==> src/rtl/eb_fifo_ctrl_n.sv <==
// Elastic-buffer FIFO controller: req/ack on both sides, any DEPTH >= 2,
// occupancy count, almost-full/almost-empty flags and synchronous flush.
module eb_fifo_ctrl_n #(
  parameter int DEPTH  = 4,
  parameter int AW     = $clog2(DEPTH),
  parameter int CW     = $clog2(DEPTH + 1),
  parameter int AFULL  = DEPTH - 1,
  parameter int AEMPTY = 1
) (
  input  logic          clk,
  input  logic          reset_n,
  input  logic          t_req,
  output logic          t_ack,
  output logic          i_req,
  input  logic          i_ack,
  input  logic          flush,
  output logic [AW-1:0] wr_ptr,
  output logic [AW-1:0] rd_ptr,
  output logic          wen,
  output logic          ren,
  output logic [CW-1:0] count,
  output logic          almost_full,
  output logic          almost_empty
);

  localparam logic [AW-1:0] LAST = AW'(DEPTH - 1);
  localparam logic [CW-1:0] FULLC = CW'(DEPTH);
  localparam logic [CW-1:0] AF_C = CW'(AFULL);
  localparam logic [CW-1:0] AE_C = CW'(AEMPTY);

  logic [AW-1:0] wr_ptr_q, wr_ptr_d;
  logic [AW-1:0] rd_ptr_q, rd_ptr_d;
  logic [CW-1:0] count_q, count_d;
  logic          push, pop;

  always_ff @(posedge clk or negedge reset_n) begin
    if (!reset_n) begin
      wr_ptr_q <= '0;
      rd_ptr_q <= '0;
      count_q  <= '0;
    end else begin
      wr_ptr_q <= wr_ptr_d;
      rd_ptr_q <= rd_ptr_d;
      count_q  <= count_d;
    end
  end

  // Handshakes depend only on registered state and flush, never on the
  // partner's request, so no t_req->t_ack or i_ack->i_req path exists.
  always_comb begin
    t_ack = !flush && (count_q != FULLC);
    i_req = !flush && (count_q != '0);
    push  = t_req && t_ack;
    pop   = i_req && i_ack;
    wen   = push;
    ren   = pop;
    almost_full  = count_q >= AF_C;
    almost_empty = count_q <= AE_C;
    wr_ptr = wr_ptr_q;
    rd_ptr = rd_ptr_q;
    count  = count_q;
  end

  // Explicit wrap compare keeps non-power-of-two depths correct.
  always_comb begin
    wr_ptr_d = wr_ptr_q;
    rd_ptr_d = rd_ptr_q;
    count_d  = count_q;
    if (flush) begin
      wr_ptr_d = '0;
      rd_ptr_d = '0;
      count_d  = '0;
    end else begin
      if (push) begin
        wr_ptr_d = (wr_ptr_q == LAST) ? '0
                 : wr_ptr_q + AW'(1);
      end
      if (pop) begin
        rd_ptr_d = (rd_ptr_q == LAST) ? '0
                 : rd_ptr_q + AW'(1);
      end
      unique case ({push, pop})
        2'b10:   count_d = count_q + CW'(1);
        2'b01:   count_d = count_q - CW'(1);
        default: count_d = count_q;
      endcase
    end
  end

endmodule

==> config.mk <==
export PLATFORM = sky130hd
export DESIGN_NAME = eb_fifo_ctrl_n
export DESIGN_NICKNAME = d
export VERILOG_FILES = /design/src/rtl/eb_fifo_ctrl_n.sv
export SDC_FILE = /design/constraint.sdc
export NUM_CORES = 1
export LEC_CHECK = 0
export ABC_AREA = 1
export BUFFER_PORTS_ARGS = -buffer_cell sky130_fd_sc_hd__buf_2
export CAP_MARGIN = 0
export CORE_MARGIN = 1
export CORE_UTILIZATION = 42
export CTS_CLUSTER_DIAMETER = 150
export DETAILED_ROUTE_END_ITERATION = 10
export GPL_TIMING_DRIVEN = 0
export PLACE_DENSITY_LB_ADDON = 0.25
export SLEW_MARGIN = 20
export SYNTH_ARGS = -nofsm -noshare
export SYNTH_HDL_FRONTEND = slang
export SYNTH_SLANG_ARGS = --single-unit
==> constraint.sdc <==
create_clock -name clk -period 2.1 [get_ports clk]
set_clock_uncertainty 0.15 [all_clocks]
set_input_delay 0.105 -clock clk [delete_from_list [all_inputs] [get_ports clk]]
set_output_delay 0.105 -clock clk [all_outputs]
set_load 0.01 [all_outputs]
==> metrics.md, run 1 <==
| Metric | Value |
|---|---|
| Status | `finished clean` |
| Final nets | `92` |
| Grt ovf | `0` |
| Vias | `approximately 460` |
| CP Capture Point | `wen` |
| PostCTS Resize Cnt | `0` |
| Worst Setup End Kind | `primary output` |
| CTS tree | `done` |
| First-pass GRT wire length | `approximately 1600 um` |
| Most frequent CP cell | `inv_1` |
| Commonest non-fill, non-tap cell in the layout | `buf_2` |
| Worst Path Buf+Inv | `3` |
| Metal-1 WL | `approximately 490 um` |
| RSZ-0062 raised after global routing | `false` |
| Crit path launch | `count[0]` |
| Initial antenna violation count | `0` |
| H-tree depth | `1` |
| Met2 wire length | `between 400 and 500 um` |
| Post-CTS Setup Repair Bufs | `0` |
| Share of cells above drive strength 1 | `0.405` |
| Final cell count without fillers | `93` |
| Initial core utilization | `0.472` |
| Setup TNS | `0 ns` |
| Port Buf Inserts | `17` |
| Yosys reg bits | `7` |
| Leak | `~0.37 nW` |
| Sequential share of the synthesized area | `0.321` |
| WL met3 | `about 45 um` |
| Slew Limit Fails | `0` |
| Fin crit period | `approximately 1.9 ns` |
| # fillers | `120` |
| Clk slew on worst S/H paths | `roughly 0.050 ns` |
| Yosys cell types | `24` |
| Critical path depth | `6` |
| IO Count | `18` |
| R2r startpoint | `count[0]` |
| FP Rows | `12` |
| CP required | `1.85 ns` |
| # hold bufs at CTS | `1` |
| Combinational Power Share | `0.607` |
| P&R area growth vs syn | `25.5%` |
| CTS buffer count | `3` |
| Clock sinks | `7` |
| Most frequent cells in the layout | `17 x buf_2, 7 x nand2_1, 7 x ha_1, 7 x dfrtp_1, 6 x nand3_1` |
| Pwr per Cell Area | `approximately 1400 nW/um^2` |
| Placed insts | `a little under 90` |
| Area occupied by multi-input gates | `roughly 330 um^2` |
| Top layer in use | `met4` |
| Gr usage total | `0.172` |
| Root Buffer | `clkbuf_4` |
| Max Clk Rate | `roughly 0.54 GHz` |
| Worst skew pair latency | `0.26 ns` |
| Core box area | `about 1200 um^2` |
| P_int | `0.512 mW` |
| Worst-margin pin slew | `between 0.2 and 0.25 ns` |
| Largest net degree at the start of global routing | `8` |
| Crit path arrival time | `1.61 ns` |
| Final period util | `0.887` |
| Post-DP HPWL | `795 um` |
| CP top delay family | `buffers and inverters` |
| Clock power frac | `0.134` |
| DR WL/cell | `approximately 11 um` |
| Worst-case reg-to-reg path depth | `9` |
| Mapped Nets | `69` |
| DRC Markers | `0` |
| P_sw | `between 0.4 and 0.5 mW` |
| Routability Congestion | `roughly 0.8` |
| Setup violators final | `0` |
| Worst hold path class | `in2async` |
| Flop-to-flop setup slack | `~0.35 ns` |
| Synth Warn # | `0` |
| Register area | `175 um^2` |
| Diode count | `0` |
| Final Util | `0.592` |
| Max-Cap Viols | `0` |
| CP max stage delay | `a little over 0.4 ns` |
| Switching portion of total power | `0.449` |
| Final hold viol count | `0` |
| Initial DRC count | `6` |
| Crit path cell chain | `inv_1 > ha_1 > nand2_1 > nand3_4 > inv_1 > buf_2` |
| Via-to-Cell Ratio | `between 4 and 5` |
| Worst Setup Path Type | `reg2out` |
| Final wirelength | `about 1000 um` |
| Drt pass-1 iters | `4` |
| Slowest cell on crit path | `dfrtp_1` |
| Max transition margin | `0.864` |
| Slack of the critical path | `~0.24 ns` |
| Flop pwr share | `0.258` |
| Avg Inst Size Synth | `~9.6 um^2` |
| Startpoint class of the critical path | `register` |
| Die area | `between 1000 and 1500 um^2` |
| CP Max Fanout | `6` |
| Clk buf depth | `2` |
| Pre-CTS setup slack | `approximately 0.4 ns` |
| Final ANT Viol Nets | `0` |
| Die W | `38.0 um` |
| Gate Count Post-Synth | `between 50 and 60` |
| VDD IR max | `around 0.56 mV` |
| R2r endpoint | `count[0]` |
| Chip height | `about 38 um` |
| Vias in the first global route | `~380` |
| Post-Synthesis Cell Area | `546 um^2` |
routing by layer:
metal / vias to the layer above / global-route usage
met5: - / 0
met4: 0 / 0.0804
met3: 2 / 0.0523
met2: 15 / 0.254
met1: 203 / 0.226
li1: 239 / -
Yosys cell counts, drive strengths merged:
cell type | count | area (um^2)
xnor2 | 1 | 8.76
nand4 | 1 | 6.26
inv | 6 | 27.5
nand3 | 8 | 65.1
ha | 7 | 87.6
o21ai | 2 | 10.0
dfrtp | 7 | 175
a22o | 1 | 8.76
a21oi | 3 | 26.3
buf | 1 | 11.3
nand2 | 11 | 61.3
o22a | 1 | 8.76
nor2 | 5 | 26.3
a2bb2oi | 1 | 8.76
o211ai | 1 | 7.51
or2 | 1 | 6.26
cells by family after synthesis:
group                    Yosys count  synth area share
AND/OR/NAND/NOR                   26             0.303
AO/OA/AOI/OAI                      9             0.128
buffers and inverters              7            0.0711
adder cells (fa/ha/maj)            7             0.161
flip-flops                         7             0.321
XOR/XNOR                           1            0.0161
registers in the layout (all words and copies together) (netlist names):
| register | flops |
|---|---|
| count | 3 |
| rd_ptr | 2 |
| wr_ptr | 2 |
worst register-to-register path, cell delays in order, from the launching register on:
cell and delay, ns:
dfrtp_1 0.41, inv_1 0.17, ha_1 0.29, nand2_1 0.12, nand3_4 0.11, nand2_2 0.09
nand2_4 0.09, nand2_4 0.05, nand3_1 0.06, o21ai_1 0.08
power by group through the flow:
stage          Combinational, mW  Clock [mW]  Sequential [mW]
3_3_place_gp               0.558           0            0.239
3_5_place_dp               0.566           0            0.241
2_1_floorplan              0.374           0            0.267
5_1_grt                    0.626       0.136            0.250
6_report                   0.564       0.125            0.240
4_1_cts                    0.572       0.129            0.241
final cells by class:
class	count	area share
Clock buffer	4	0.0384
Sequential cell	7	0.256
Tap cell	14	0.0256
Inverter	6	0.0402
Multi-Input combinational cell	43	0.484
Buffer	1	0.0165
Timing Repair Buffer	18	0.139
how the worst min path moves through the flow:
stage / slack (ns) / depth (start not counted) / start / end
4_1_cts: 0.05 / 2 / reset_n / count[0]
3_3_place_gp: -0.21 / 1 / reset_n / wr_ptr[0]
5_1_grt: 0.08 / 2 / reset_n / wr_ptr[0]
2_1_floorplan: -0.34 / 0 / reset_n / count[0]
3_5_place_dp: -0.21 / 1 / reset_n / wr_ptr[0]
6_report: 0.05 / 2 / reset_n / wr_ptr[0]
per-stage QoR:
| step | power, mW | area (um^2) | hold slack, ns |
|---|---|---|---|
| detailed placement | 0.807 | 648 | -0.207 |
| CTS | 0.942 | 684 | 0.0508 |
| floorplan | 0.641 | 546 | -0.341 |
| finish | 0.928 | 684 | 0.0515 |
| global route | 1.01 | 684 | 0.0756 |
| global placement | 0.797 | 648 | -0.209 |
No activity file was read; power rests on OpenSTA's default activity.
==> run 2: changes to the inputs <==
--- a/config.mk
+++ b/config.mk
@@ -16,2 +16,3 @@
 export PLACE_DENSITY_LB_ADDON = 0.25
+export RECOVER_POWER = 50
 export SLEW_MARGIN = 20
==> constraint.sdc (replaced) <==
create_clock -name clk -period 2.1 [get_ports clk]
set_clock_uncertainty 0.15 [all_clocks]
set_input_delay 0.21 -clock clk [delete_from_list [all_inputs] [get_ports clk]]
set_output_delay 0.21 -clock clk [all_outputs]
set_load 0.01 [all_outputs]
==> run 2 against run 1 <==
Compared with the run above: clock power about the same; non-clock buffer count is the same; hold slack improved by 0.15 ns; wire length down 0.58%; highest routed layer unchanged.
==> metrics.md, run 2 (same netlist as run 1, synthesis figures left out) <==
| Metric | Value |
|---|---|
| Status | `finished clean` |
| Commonest non-fill, non-tap cell in the layout | `buf_2` |
| Gr usage total | `0.172` |
| P&R area growth vs syn | `23.9%` |
| Die area | `about 1400 um^2` |
| Final wirelength | `1030 um` |
| Worst-case reg-to-reg path depth | `9` |
| Initial core utilization | `0.472` |
| Chip height | `roughly 38 um` |
| CTS tree | `done` |
| Vias in the first global route | `~380` |
| Max FFs per register | `3` |
| CP Max Fanout | `6` |
| Core box area | `around 1200 um^2` |
| Worst-margin pin slew | `between 0.3 and 0.4 ns` |
| DRC Markers | `0` |
| Final period util | `0.935` |
| R2r endpoint | `count[0]` |
| Diode count | `0` |
| Root Buffer | `clkbuf_4` |
| Flop-to-flop setup slack | `between 0.3 and 0.4 ns` |
| Worst Setup End Kind | `primary output` |
| Final nets | `92` |
| Worst Setup Path Type | `reg2out` |
| Initial antenna violation count | `0` |
| Worst hold path class | `in2reg` |
| Final hold viol count | `0` |
| Clock sinks | `7` |
| Final cell count without fillers | `93` |
| Initial DRC count | `8` |
| VDD IR max | `0.561 mV` |
| Largest net degree at the start of global routing | `8` |
| Via-to-Cell Ratio | `4.88` |
| Port Buf Inserts | `17` |
| Share of cells above drive strength 1 | `0.316` |
| R2r startpoint | `count[0]` |
| Grt ovf | `0` |
| Routability Congestion | `approximately 0.81` |
| CTS buffer count | `3` |
| IO Count | `18` |
| Vias | `~450` |
| Slew Limit Fails | `0` |
| Setup TNS | `0 ns` |
| Crit path launch | `count[0]` |
| CP Capture Point | `wen` |
| Leak | `between 0.3 and 0.4 nW` |
| Die W | `between 30 and 40 um` |
| Total power | `approximately 0.92 mW` |
| Post-DP HPWL | `between 700 and 800 um` |
| Placed insts | `between 80 and 90` |
| Worst skew pair latency | `0.26 ns` |
| RSZ-0062 raised after global routing | `false` |
| Max transition margin | `0.757` |
| Max Clk Rate | `slightly above 0.5 GHz` |
| Final ANT Viol Nets | `0` |
| Most frequent cells in the layout | `10 x buf_2, 8 x clkbuf_1, 7 x nand2_1, 7 x ha_1, 7 x dfrtp_1` |
| Crit path arrival time | `1.60 ns` |
| DR WL/cell | `11.0 um` |
| Drt pass-1 iters | `4` |
| H-tree depth | `1` |
| Pwr per Cell Area | `between 1000 and 1500 nW/um^2` |
| Max-Cap Viols | `0` |
| FP Rows | `12` |
| CP required | `between 1.5 and 2 ns` |
| Clk slew on worst S/H paths | `0.05 ns` |
| Startpoint class of the critical path | `register` |
| PostCTS Resize Cnt | `0` |
| Fin crit period | `1.96 ns` |
| Clk buf depth | `2` |
| Setup violators final | `0` |
| First-pass GRT wire length | `around 1600 um` |
## run 2: changes by cell type in the layout (fill, tap and decap cells not counted)
cell,previous run,this run
buf_2,17,10
clkbuf_1,1,8
## run 2: repair_timing
item | in CTS | in global routing
buffers inserted | 0 | 0
endpoints found under the hold margin | 7 | 0
hold buffers | 1 | 0
## run 2: routing by layer
metal	vias up	global-route usage	wire, um
li1	236	-	-
met1	199	0.226	491
met2	17	0.254	472
met3	2	0.0523	52
met4	0	0.0804	9
met5	-	0	0
## run 2: final cells by class
class,instances,area [um^2]
fillers,124,480
repair buffers,18,86.3
flip-flops and latches,7,175
multi-input cells,43,332
clock buffers,4,26.3
plain buffers,1,11.3
well taps,14,17.5
inverters,6,27.5
## run 2: worst min-delay path by stage
stage / start / endpoint / slack [ns] / depth (start not counted)
6_report: i_ack / count[1] / 0.20 / 3
5_1_grt: i_ack / count[1] / 0.22 / 3
4_1_cts: reset_n / count[0] / 0.16 / 2
3_5_place_dp: reset_n / wr_ptr[0] / -0.10 / 1
3_3_place_gp: reset_n / wr_ptr[0] / -0.10 / 1
2_1_floorplan: reset_n / count[0] / -0.24 / 0
## run 2: where the power goes
group | internal (mW) | total [mW] | switching (mW) | leakage, nW
Sequential | 0.192 | 0.241 | 0.0491 | 0.0909
Clock | 0.0727 | 0.124 | 0.0518 | 0.0150
Combinational | 0.234 | 0.551 | 0.316 | 0.237
## run 2: worst max-delay path: stages (launching register included)
cell     delay (ns)
dfrtp_1        0.41
inv_1          0.17
ha_1           0.29
nand2_1        0.12
nand3_4        0.11
inv_1          0.10
buf_2          0.15
## run 2: per-stage QoR
step | hold slack (ns) | util | area [um^2] | setup slack (ns)
floorplan | -0.236 | - | 546 | 0.464
detailed placement | -0.102 | 0.561 | 648 | 0.395
global route | 0.216 | 0.584 | 676 | 0.0225
CTS | 0.156 | 0.592 | 684 | 0.121
finish | 0.203 | 0.584 | 676 | 0.136
global placement | -0.104 | 0.561 | 648 | 0.418
